--- config.mk ---
export PLATFORM = sky130hd
export DESIGN_NAME = servo_bank_ctrl
export DESIGN_NICKNAME = d
export VERILOG_FILES = /design/src/rtl/servo_pkg.sv /design/src/rtl/servo_channel.sv /design/src/rtl/servo_bank_ctrl.sv
export SDC_FILE = /design/constraint.sdc
export NUM_CORES = 1
export LEC_CHECK = 0
export ABC_CLOCK_PERIOD_IN_PS = 24000
export CAP_MARGIN = 0
export CORE_ASPECT_RATIO = 0.5
export CORE_MARGIN = 5
export CORE_UTILIZATION = 70
export CTS_CLUSTER_SIZE = 24
export DETAILED_ROUTE_END_ITERATION = 7
export PLACE_DENSITY_LB_ADDON = 0.1
export SKIP_LAST_GASP = 1
export SYNTH_ARGS = -nofsm -noshare
export SYNTH_HDL_FRONTEND = slang
export SYNTH_SLANG_ARGS = --single-unit
--- constraint.sdc ---
create_clock -name clk -period 24 [get_ports clk]
set_input_delay 4.8 -clock clk [delete_from_list [all_inputs] [get_ports clk]]
set_output_delay 4.8 -clock clk [all_outputs]
set_load 0.01 [all_outputs]
--- src/rtl/servo_pkg.sv ---
// rtl/servo_pkg.sv - shared types, default timing and pulse width helper for the servo bank
package servo_pkg;

    typedef enum logic [1:0] {
        JOG_IDLE   = 2'd0,
        JOG_DELAY  = 2'd1,
        JOG_REPEAT = 2'd2,
        JOG_LOCK   = 2'd3
    } jog_state_t;

    localparam int DEF_NUM_CH       = 5;
    localparam int DEF_POS_W        = 8;
    localparam int DEF_POS_MAX      = 200;
    localparam int DEF_POS_INIT     = 100;
    localparam int DEF_FRAME_TICKS  = 1000000;
    localparam int DEF_MIN_TICKS    = 50000;
    localparam int DEF_TICK_PER_POS = 250;
    localparam int DEF_REPEAT_DLY   = 25000000;
    localparam int DEF_REPEAT_PER   = 2500000;

    // High time of a pulse in clk cycles; 32-bit so no position/gain combo truncates.
    function automatic logic [31:0] pulse_ticks(input logic [31:0] pos,
                                                input logic [31:0] min_ticks,
                                                input logic [31:0] tick_per_pos);
        return min_ticks + pos * tick_per_pos;
    endfunction

endpackage

--- src/rtl/servo_channel.sv ---
// rtl/servo_channel.sv - one joint: target/active position, saturating step, frame commit, PWM
module servo_channel
    import servo_pkg::*;
#(
    parameter int POS_W        = DEF_POS_W,
    parameter int POS_MAX      = DEF_POS_MAX,
    parameter int POS_INIT     = DEF_POS_INIT,
    parameter int CNT_W        = 20,
    parameter int MIN_TICKS    = DEF_MIN_TICKS,
    parameter int TICK_PER_POS = DEF_TICK_PER_POS
) (
    input  logic             clk,
    input  logic             rst_n,
    input  logic             step_en,
    input  logic             step_up,
    input  logic             commit,
    input  logic [CNT_W-1:0] cnt_next,
    output logic             servo,
    output logic [POS_W-1:0] target
);

    logic [POS_W-1:0] target_q, target_d;
    logic [POS_W-1:0] active_q, active_d;
    logic             servo_q, servo_d;

    // Saturating step, commit at frame end (same-cycle step included), and compare
    // against the next counter value so servo_q edges land on the exact count.
    always_comb begin
        target_d = target_q;
        if (step_en) begin
            if (step_up) begin
                if (target_q < POS_W'(POS_MAX)) begin
                    target_d = target_q + 1'b1;
                end
            end else if (target_q != '0) begin
                target_d = target_q - 1'b1;
            end
        end
        active_d = commit ? target_d : active_q;
        servo_d  = 32'(cnt_next) < pulse_ticks(32'(active_d), 32'(MIN_TICKS), 32'(TICK_PER_POS));
    end

    // Position and pulse registers.
    always_ff @(posedge clk or negedge rst_n) begin
        if (!rst_n) begin
            target_q <= POS_W'(POS_INIT);
            active_q <= POS_W'(POS_INIT);
            servo_q  <= 1'b0;
        end else begin
            target_q <= target_d;
            active_q <= active_d;
            servo_q  <= servo_d;
        end
    end

    assign servo  = servo_q;
    assign target = target_q;

endmodule

--- src/rtl/servo_bank_ctrl.sv ---
// rtl/servo_bank_ctrl.sv - N-channel servo controller: frame counter, jog FSM, position readout
module servo_bank_ctrl
    import servo_pkg::*;
#(
    parameter int NUM_CH       = DEF_NUM_CH,
    parameter int POS_W        = DEF_POS_W,
    parameter int POS_MAX      = DEF_POS_MAX,
    parameter int POS_INIT     = DEF_POS_INIT,
    parameter int FRAME_TICKS  = DEF_FRAME_TICKS,
    parameter int MIN_TICKS    = DEF_MIN_TICKS,
    parameter int TICK_PER_POS = DEF_TICK_PER_POS,
    parameter int REPEAT_DLY   = DEF_REPEAT_DLY,
    parameter int REPEAT_PER   = DEF_REPEAT_PER,
    localparam int SEL_W       = (NUM_CH > 1) ? $clog2(NUM_CH) : 1,
    localparam int CNT_W       = (FRAME_TICKS > 1) ? $clog2(FRAME_TICKS) : 1
) (
    input  logic              clk,
    input  logic              rst_n,
    input  logic              btn_up,
    input  logic              btn_dn,
    input  logic [SEL_W-1:0]  sel,
    input  logic              sel_valid,
    output logic [NUM_CH-1:0] servo,
    output logic [POS_W-1:0]  pos_out,
    output logic              frame_tick
);

    localparam logic [31:0] NUM_CH_U = 32'(NUM_CH);
    localparam logic [31:0] DLY_LAST = 32'(REPEAT_DLY - 1);
    localparam logic [31:0] PER_LAST = 32'(REPEAT_PER - 1);

    logic [CNT_W-1:0] cnt_q, cnt_d;
    jog_state_t       state_q, state_d;
    logic [31:0]      rpt_q, rpt_d;
    logic [SEL_W-1:0] sel_q, sel_d;
    logic             sel_valid_q, sel_valid_d;
    logic             sel_ok, sel_chg, step;
    logic [POS_W-1:0] target_w [NUM_CH];

    assign sel_ok     = sel_valid && (32'(sel) < NUM_CH_U);
    assign sel_chg    = (sel != sel_q) || (sel_valid != sel_valid_q);
    assign frame_tick = (cnt_q == CNT_W'(FRAME_TICKS - 1));

    // Free-running frame counter; also remembers last selection for change detection.
    always_comb begin
        cnt_d       = frame_tick ? '0 : cnt_q + 1'b1;
        sel_d       = sel;
        sel_valid_d = sel_valid;
    end

    // Jog FSM: single step on press, delayed auto-repeat, lockout until full release.
    always_comb begin
        state_d = state_q;
        rpt_d   = rpt_q;
        step    = 1'b0;
        case (state_q)
            JOG_IDLE: begin
                if ((btn_up ^ btn_dn) && sel_ok) begin
                    step    = 1'b1;
                    state_d = JOG_DELAY;
                    rpt_d   = '0;
                end
            end
            JOG_DELAY, JOG_REPEAT: begin
                if (!btn_up && !btn_dn) begin
                    state_d = JOG_IDLE;
                    rpt_d   = '0;
                end else if ((btn_up && btn_dn) || sel_chg || !sel_ok) begin
                    state_d = JOG_LOCK;
                    rpt_d   = '0;
                end else if (rpt_q == ((state_q == JOG_DELAY) ? DLY_LAST : PER_LAST)) begin
                    step    = 1'b1;
                    state_d = JOG_REPEAT;
                    rpt_d   = '0;
                end else begin
                    rpt_d   = rpt_q + 1'b1;
                end
            end
            default: begin
                if (!btn_up && !btn_dn) begin
                    state_d = JOG_IDLE;
                end
            end
        endcase
    end

    // Frame counter, FSM and selection history registers.
    always_ff @(posedge clk or negedge rst_n) begin
        if (!rst_n) begin
            cnt_q       <= '0;
            state_q     <= JOG_IDLE;
            rpt_q       <= '0;
            sel_q       <= '0;
            sel_valid_q <= 1'b0;
        end else begin
            cnt_q       <= cnt_d;
            state_q     <= state_d;
            rpt_q       <= rpt_d;
            sel_q       <= sel_d;
            sel_valid_q <= sel_valid_d;
        end
    end

    for (genvar i = 0; i < NUM_CH; i++) begin : g_ch
        servo_channel #(
            .POS_W       (POS_W),
            .POS_MAX     (POS_MAX),
            .POS_INIT    (POS_INIT),
            .CNT_W       (CNT_W),
            .MIN_TICKS   (MIN_TICKS),
            .TICK_PER_POS(TICK_PER_POS)
        ) u_ch (
            .clk     (clk),
            .rst_n   (rst_n),
            .step_en (step && (sel == SEL_W'(i))),
            .step_up (btn_up),
            .commit  (frame_tick),
            .cnt_next(cnt_d),
            .servo   (servo[i]),
            .target  (target_w[i])
        );
    end

    // Selected joint's target for the display; zero when nothing valid is selected.
    always_comb begin
        pos_out = '0;
        for (int i = 0; i < NUM_CH; i++) begin
            if (sel_ok && (sel == SEL_W'(i))) begin
                pos_out = target_w[i];
            end
        end
    end

endmodule

==> results of run 1 <==
[registers in the layout, summed over array words and instances, names as in the netlist]
register and cells:
g_ch.u_ch.active_q 40, g_ch.u_ch.target 40, rpt_q 32, cnt_q 20, g_ch.u_ch.servo 5, sel_q 3, state_q 2, sel_valid_q 1
[through the flow]
stage	hold slack [ns]	std cells	cell area, sq um	power, mW
2_1_floorplan	0.455	2033	18400	0.414
3_3_place_gp	0.477	2349	18800	0.465
3_5_place_dp	0.492	2349	18800	0.468
4_1_cts	0.505	2381	19400	0.730
5_1_grt	0.511	2381	19400	0.769
6_report	0.511	2381	19400	0.732
[metal layers]
metal	vias to the layer above	GRT usage (%)	part of all wire, %
met2	386	44.6	44
met3	73	6.11	6.3
li1	7257	-	-
met1	7207	43.6	48
met4	0	6.70	1.9
met5	-	0	0
[cell families after synthesis]
| logic type | count (synthesis) |
|---|---|
| AND/OR/NAND/NOR | 600 |
| AO/OA/AOI/OAI | 410 |
| adder cells (fa/ha/maj) | 397 |
| buffers and inverters | 271 |
| XOR/XNOR | 144 |
| flip-flops | 143 |
| multiplexers | 68 |
[where the power goes]
part | internal (mW) | leakage, nW | switching [mW] | total (mW)
combinational | 0.0735 | 7.16 | 0.116 | 0.190
clock | 0.149 | 0.270 | 0.114 | 0.263
sequential | 0.254 | 1.74 | 0.0255 | 0.279
total | 0.476 | 9.17 | 0.256 | 0.732
[worst paths after layout]
| check | startpoint | to | depth (start not counted) |
|---|---|---|---|
| worst max-delay path | sel[0] | g_ch[1].u_ch.servo$_DFF_PN0_ | 29 |
| worst min-delay path | cnt_q[0]$_DFF_PN0_ | cnt_q[0]$_DFF_PN0_ | 1 |
| worst max register to register | cnt_q[13]$_DFF_PN0_ | g_ch[1].u_ch.servo$_DFF_PN0_ | 30 |
| worst min register to register | cnt_q[0]$_DFF_PN0_ | cnt_q[0]$_DFF_PN0_ | 1 |
| max in group asynchronous | rst_n | cnt_q[14]$_DFF_PN0_ | 2 |
| min in group asynchronous | rst_n | rpt_q[27]$_DFFE_PN0P_ | 1 |
[synthesized netlist by cell type, types with 28 or more instances]
cell type | instances | share of area, %
a21o_1 | 33 | 1.3
a21oi_1 | 82 | 2.2
clkbuf_1 | 46 | 0.94
dfrtp_1 | 113 | 15
dfstp_2 | 30 | 4.3
fa_1 | 105 | 11
ha_1 | 292 | 20
inv_1 | 206 | 4.2
mux2_2 | 30 | 1.8
mux2i_1 | 30 | 1.6
nand2_1 | 113 | 2.3
nand3_1 | 61 | 1.7
nand4_1 | 28 | 0.95
nor2_1 | 133 | 2.7
nor2b_1 | 34 | 1.2
nor3_1 | 59 | 1.6
o21ai_0 | 98 | 2.7
or3_1 | 28 | 0.95
xnor2_1 | 73 | 3.5
xor2_1 | 71 | 3.4
[layout make-up]
| class | instances | area, sq um |
|---|---|---|
| multi-input cells | 1619 | 13700 |
| inverters | 207 | 778 |
| flip-flops and latches | 143 | 3620 |
| clock inverters | 11 | 106 |
| fillers | 1851 | 6090 |
| clock buffers | 21 | 460 |
| repair buffers | 36 | 319 |
| well taps | 344 | 430 |
==> results by group, run 1 <==
Drt
  • Pre-antenna DRT Iters: 5
  • Post-route antenna net violation count: 0
  • Detailed Route Iter0 Violations: 1,321
  • Drt wl/cell: 18.1 microns
  • Drc violations: 0
  • Via/cell ratio: 6.27
  • Routed Wire Length: 43,100 microns
  • Via count: 14,923

Yosys
  • Simple-Gate Fraction of Synth Area: 16.9%
  • Xor/xnor cell area share of the yosys netlist: 6.87%
  • Mux cell area share after synthesis: 4.46%
  • Register area share after synthesis: 19.7%
  • Seq cells post-synth: 143
  • Synth Area in Adders: 31.4%
  • Cells after Synth: 2,033
  • Synth Flop Type: dfrtp_1
  • Distinct cells, synth: 83
  • Largest family of logic cells by synthesized area: adder cells
  • Async set or reset register ratio after synthesis: 100%
  • Number of flops mapped to enable cells by yosys: 0
  • Synth Area in Compound Gates: 15.0%
  • Mean post-synth cell area: 9.03 sq um
  • Ys Warns: 0
  • Mapped cell area: 18,400 sq um
  • Post-synth net total: 2,438

Flow run
  • Maxcap violations: 0

Cells and area
  • Antenna Cells: 0
  • Layout cells sized above 1: 7.12%
  • Fin util: 76.1%
  • Most common cell after layout, fill and taps aside: ha_1
  • Final net count: 2,429
  • Most frequent cells in the layout: 292 x ha_1, 206 x inv_1, 133 x nor2_1
  • Synth-to-layout area growth: 5.71%

Global routing
  • Global Route Usage Sum: 29.4%
  • Gr ovfl total: 0
  • Pin count of the biggest net entering global routing: 76
  • Initial antenna violation count: 2
  • Number of global-route vias before repair: 14,393
  • First-pass GRT wire length: 72,400 microns

Critical path
  • Crit path max-delay family: compound AO/OA/AOI/OAI gates
  • Slowest CP cell: a2111oi_0
  • Buf+Inv Stages, Crit Path: 3
  • Critical Path RT: 24.37 ns
  • Critical Path Start Type: input pin
  • CP Capture Type: register
  • WP data arrival: 14.03 ns
  • Critical-path maximum fanout: 19
  • Setup CP Type: in -> reg
  • Worst path max stage delay: 1.11 ns
  • R2R setup slack: 13.87 ns

Timing
  • Rel. slew slack: 7.67%
  • Post-layout min period: 13.66 ns
  • Final hold violations: 0
  • Setup TNS Final: 0 ns
  • Final Skew: 0.00934 ns
  • Unrepaired setup endpoints after global routing: no
  • Final Max Slew Viols: 0
  • Tcrit/Tclk final: 56.9%
  • Final setup vio count: 0
  • Max Freq: 73.2 MHz
  • Setup WS post-layout: 10.34 ns
  • Worst-Margin Slew: 1.35 ns

Clock network
  • CTS tree: yes
  • Later-pin clock latency in the skew report: 0.45 ns
  • PostCTS Resize Cnt: 0
  • Max clock buf depth: 2
  • Clock H-tree levels: 4
  • Clock transition at path regs: 0.06 ns
  • Clock sink count: 143
  • Buffer count from post-CTS setup fixing: 0
  • Hold_buf cts: 0
  • CTS root buf: clkbuf_16
  • Num CTS Buffers: 17

Worst hold path
  • Hold Path Class: reg -> reg

Placed design
  • Routability cong.: 0.929
  • DP HPWL: 33,300 microns
  • Pre-CTS setup slack: 10.07 ns
  • IO buf count: 21

Run status
  • Outcome: finished, final reports clean

Floorplanning
  • I/O pins: 22
  • Site row count: 41
  • Die area: 29,800 sq um
  • Die height: 124 microns
  • Placeable Area: 25,500 sq um
  • Initial core utilization: 72.0%
  • DIE WIDTH: 239 microns

Power and ir drop
  • PwrDens: 37.7 nW/um^2
  • Worst IR Drop VDD: 63.8 uV
  • LEAKAGE: 9.17 nW
(Power assumes the default switching activity.)
==> run 2: changes to the inputs <==
--- a/config.mk
+++ b/config.mk
@@ -5,11 +5,11 @@
 export SDC_FILE = /design/constraint.sdc
 export NUM_CORES = 1
 export LEC_CHECK = 0
-export ABC_CLOCK_PERIOD_IN_PS = 24000
+export ABC_CLOCK_PERIOD_IN_PS = 12150
 export CAP_MARGIN = 0
 export CORE_ASPECT_RATIO = 0.5
 export CORE_MARGIN = 5
-export CORE_UTILIZATION = 70
+export CORE_UTILIZATION = 60
 export CTS_CLUSTER_SIZE = 24
 export DETAILED_ROUTE_END_ITERATION = 7
 export PLACE_DENSITY_LB_ADDON = 0.1
==> constraint.sdc (replaced) <==
create_clock -name clk -period 12.15 [get_ports clk]
set_input_delay 2.43 -clock clk [delete_from_list [all_inputs] [get_ports clk]]
set_output_delay 2.43 -clock clk [all_outputs]
set_load 0.01 [all_outputs]
==> run 2 against run 1 <==
Sequential power increased by 98%. Die area increased by 16%. Flip-flop and latch count unchanged. Worst setup slack got worse by 9.1 ns.
==> results by group, run 2 (synthesis results as in run 1) <==
Power and ir drop
  • Worst IR Drop VDD: 114 uV (was 63.8 uV)
  • Switching Power: 507 uW (was 256 uW)
  • Sw Ratio: 34.5% (was 35.0%)
  • Sequential power share: 37.5% (was 38.2%)
  • PnR Total Power: 1.47 mW (was 732 uW)
  • PwrDens: 75.4 nW/um^2 (was 37.7 nW/um^2)
  • LEAKAGE: 9.20 nW (was 9.17 nW)
  • Combinational power share: 25.9% (about the same)
  • Clock power frac: 36.6% (was 35.9%)
  • Int Pwr: 964 uW (was 476 uW)

Placed design
  • DP HPWL: 34,400 microns (was 33,300 microns)
  • IO buf count: 21 (unchanged)
  • Routability cong.: 0.920 (was 0.929)
  • Placed insts: 2,406 (was 2,349)

Floorplanning
  • Site row count: 45 (was 41)
  • Placeable Area: 30,200 sq um (was 25,500 sq um)
  • Die height: 134 microns (was 124 microns)
  • Initial core utilization: 60.7% (was 72.0%)
  • Die area: 34,400 sq um (was 29,800 sq um)
  • DIE WIDTH: 257 microns (was 239 microns)
  • I/O pins: 22 (unchanged)

Critical path
  • Critical Path RT: 12.53 ns (was 24.37 ns)
  • WP data arrival: 11.33 ns (was 14.03 ns)
  • CP Capture Type: register (unchanged)
  • Setup CP Type: in -> reg (unchanged)
  • Worst Reg-to-Reg Cells: 27 (was 30)
  • R2R setup slack: 3.03 ns (was 13.87 ns)
  • R2R Path End: g_ch[2].u_ch.servo$_DFF_PN0_ (was g_ch[1].u_ch.servo$_DFF_PN0_)
  • Critical-path maximum fanout: 17 (was 19)
  • Critical Path Start Type: input pin (unchanged)
  • Reg2reg start: cnt_q[13]$_DFF_PN0_ (unchanged)

Drt
  • Pre-antenna DRT Iters: 5 (unchanged)
  • Via/cell ratio: 6.05 (was 6.27)
  • Drt wl/cell: 17.7 microns (was 18.1 microns)
  • Detailed Route Iter0 Violations: 1,211 (was 1,321)
  • Drc violations: 0 (unchanged)
  • Routed Wire Length: 43,200 microns (was 43,100 microns)
  • Post-route antenna net violation count: 0 (unchanged)
  • Via count: 14,744 (was 14,923)

Cells and area
  • Post-route insts no fill: 2,438 (was 2,381)
  • Layout cells sized above 1: 7.21% (was 7.12%)
  • Synth-to-layout area growth: 6.28% (was 5.71%)
  • Final net count: 2,431 (was 2,429)
  • Most frequent cells in the layout: 292 x ha_1, 206 x inv_1, 133 x nor2_1 (unchanged)
  • Fillers: 2,587 (was 1,851)
  • Fin util: 64.5% (was 76.1%)
  • Antenna Cells: 0 (unchanged)
  • Most common cell after layout, fill and taps aside: ha_1 (unchanged)

Clock network
  • Hold_buf cts: 0 (unchanged)
  • Clock transition at path regs: 0.07 ns (was 0.06 ns)
  • Later-pin clock latency in the skew report: 0.46 ns (was 0.45 ns)
  • Clock sink count: 143 (unchanged)
  • Clock H-tree levels: 4 (unchanged)
  • Num CTS Buffers: 17 (unchanged)
  • CTS tree: yes (unchanged)
  • PostCTS Resize Cnt: 0 (unchanged)
  • Max clock buf depth: 2 (unchanged)
  • Buffer count from post-CTS setup fixing: 0 (unchanged)
  • CTS root buf: clkbuf_16 (unchanged)

Timing
  • Final Skew: 0.0151 ns (was 0.00934 ns)
  • Max Freq: 91.3 MHz
  • Final hold violations: 0 (unchanged)
  • Tcrit/Tclk final: 90.1%
  • Worst-Margin Slew: 1.12 ns (was 1.35 ns)
  • Final Max Slew Viols: 0 (unchanged)
  • Rel. slew slack: 24.6% (was 7.67%)
  • Post-layout min period: 10.95 ns
  • Unrepaired setup endpoints after global routing: no (unchanged)
  • Final setup vio count: 0 (unchanged)
  • Setup TNS Final: 0 ns (unchanged)

Worst hold path
  • Hold Startpoint: cnt_q[0]$_DFF_PN0_ (unchanged)
  • Worst Hold End: cnt_q[0]$_DFF_PN0_ (unchanged)
  • Hold Path Class: reg -> reg (unchanged)
  • Hold Path Cell Cnt: 1 (unchanged)

Global routing
  • Gr ovfl total: 0 (unchanged)
  • Pin count of the biggest net entering global routing: 75 (was 76)
  • Global Route Usage Sum: 25.7% (was 29.4%)
  • First-pass GRT wire length: 72,200 microns (was 72,400 microns)
  • Initial antenna violation count: 0 (was 2)
  • Number of global-route vias before repair: 13,960 (was 14,393)

Run status
  • Outcome: finished, final reports clean (unchanged)

Flow run
  • Maxcap violations: 0 (unchanged)
run 2: per-stage QoR:
stage	cell area, sq um	hold slack (ns)	setup slack [ns]
detailed placement	18900	0.487	0.778
global placement	18900	0.486	0.830
finish	19500	0.514	1.20
floorplan	18400	0.455	2.04
CTS	19500	0.502	1.24
global route	19500	0.539	0.477
run 2: critical path: stages:
cell	delay, ns
clkdlybuf4s50_1	0.76
o21ai_0	0.53
nand4b_1	0.27
or2_2	0.35
o21ai_0	0.51
o211ai_1	0.20
a221o_1	0.37
mux2_2	0.35
fa_1	0.52
xor2_1	0.19
ha_1	0.29
fa_1	0.52
inv_1	0.06
fa_1	0.50
inv_1	0.04
ha_1	0.34
o21ai_0	0.14
o21a_1	0.23
or2_2	0.30
a2111oi_0	0.79
nor4bb_1	0.37
xnor2_1	0.16
ha_1	0.26
a21o_1	0.18
a21oi_1	0.13
o221ai_1	0.12
a221o_1	0.30
a21oi_1	0.11
run 2: cell type report:
| cell class | instances | area (sq um) | area share [%] |
|---|---|---|---|
| Clock buffer | 22 | 474 | 2.43 |
| Clock inverter | 10 | 113 | 0.577 |
| Inverter | 207 | 778 | 3.99 |
| Multi-Input combinational cell | 1619 | 13700 | 70.2 |
| Sequential cell | 143 | 3620 | 18.5 |
| Tap cell | 399 | 499 | 2.56 |
| Timing Repair Buffer | 38 | 334 | 1.71 |
run 2: routing by layer:
layer / part of all wire [%] / global-route usage (%) / vias up
met5: 0 / 0 / -
met4: 1.4 / 5.54 / 0
met3: 5.8 / 3.69 / 46
met2: 42 / 38.7 / 369
met1: 50 / 39.4 / 7071
li1: - / - / 7258
run 2: worst max path at each step:
stage | slack (ns) | cells after the start | from | end
after floorplan | 2.04 | 29 | btn_up | g_ch[4].u_ch.servo$_DFF_PN0_
after global placement | 0.83 | 27 | sel[1] | g_ch[3].u_ch.servo$_DFF_PN0_
after detailed placement | 0.78 | 27 | sel[1] | g_ch[3].u_ch.servo$_DFF_PN0_
after CTS | 1.24 | 27 | sel[1] | g_ch[3].u_ch.servo$_DFF_PN0_
after global routing | 0.48 | 30 | sel[1] | g_ch[1].u_ch.servo$_DFF_PN0_
final | 1.20 | 28 | sel[1] | g_ch[4].u_ch.servo$_DFF_PN0_
run 2: power groups by stage:
stage | logic, mW | clock network (mW) | registers (mW)
final | 0.381 | 0.538 | 0.552
after floorplan | 0.283 | 0 | 0.535
after detailed placement | 0.376 | 0 | 0.558
after CTS | 0.379 | 0.549 | 0.549
after global routing | 0.428 | 0.572 | 0.554
after global placement | 0.372 | 0 | 0.557
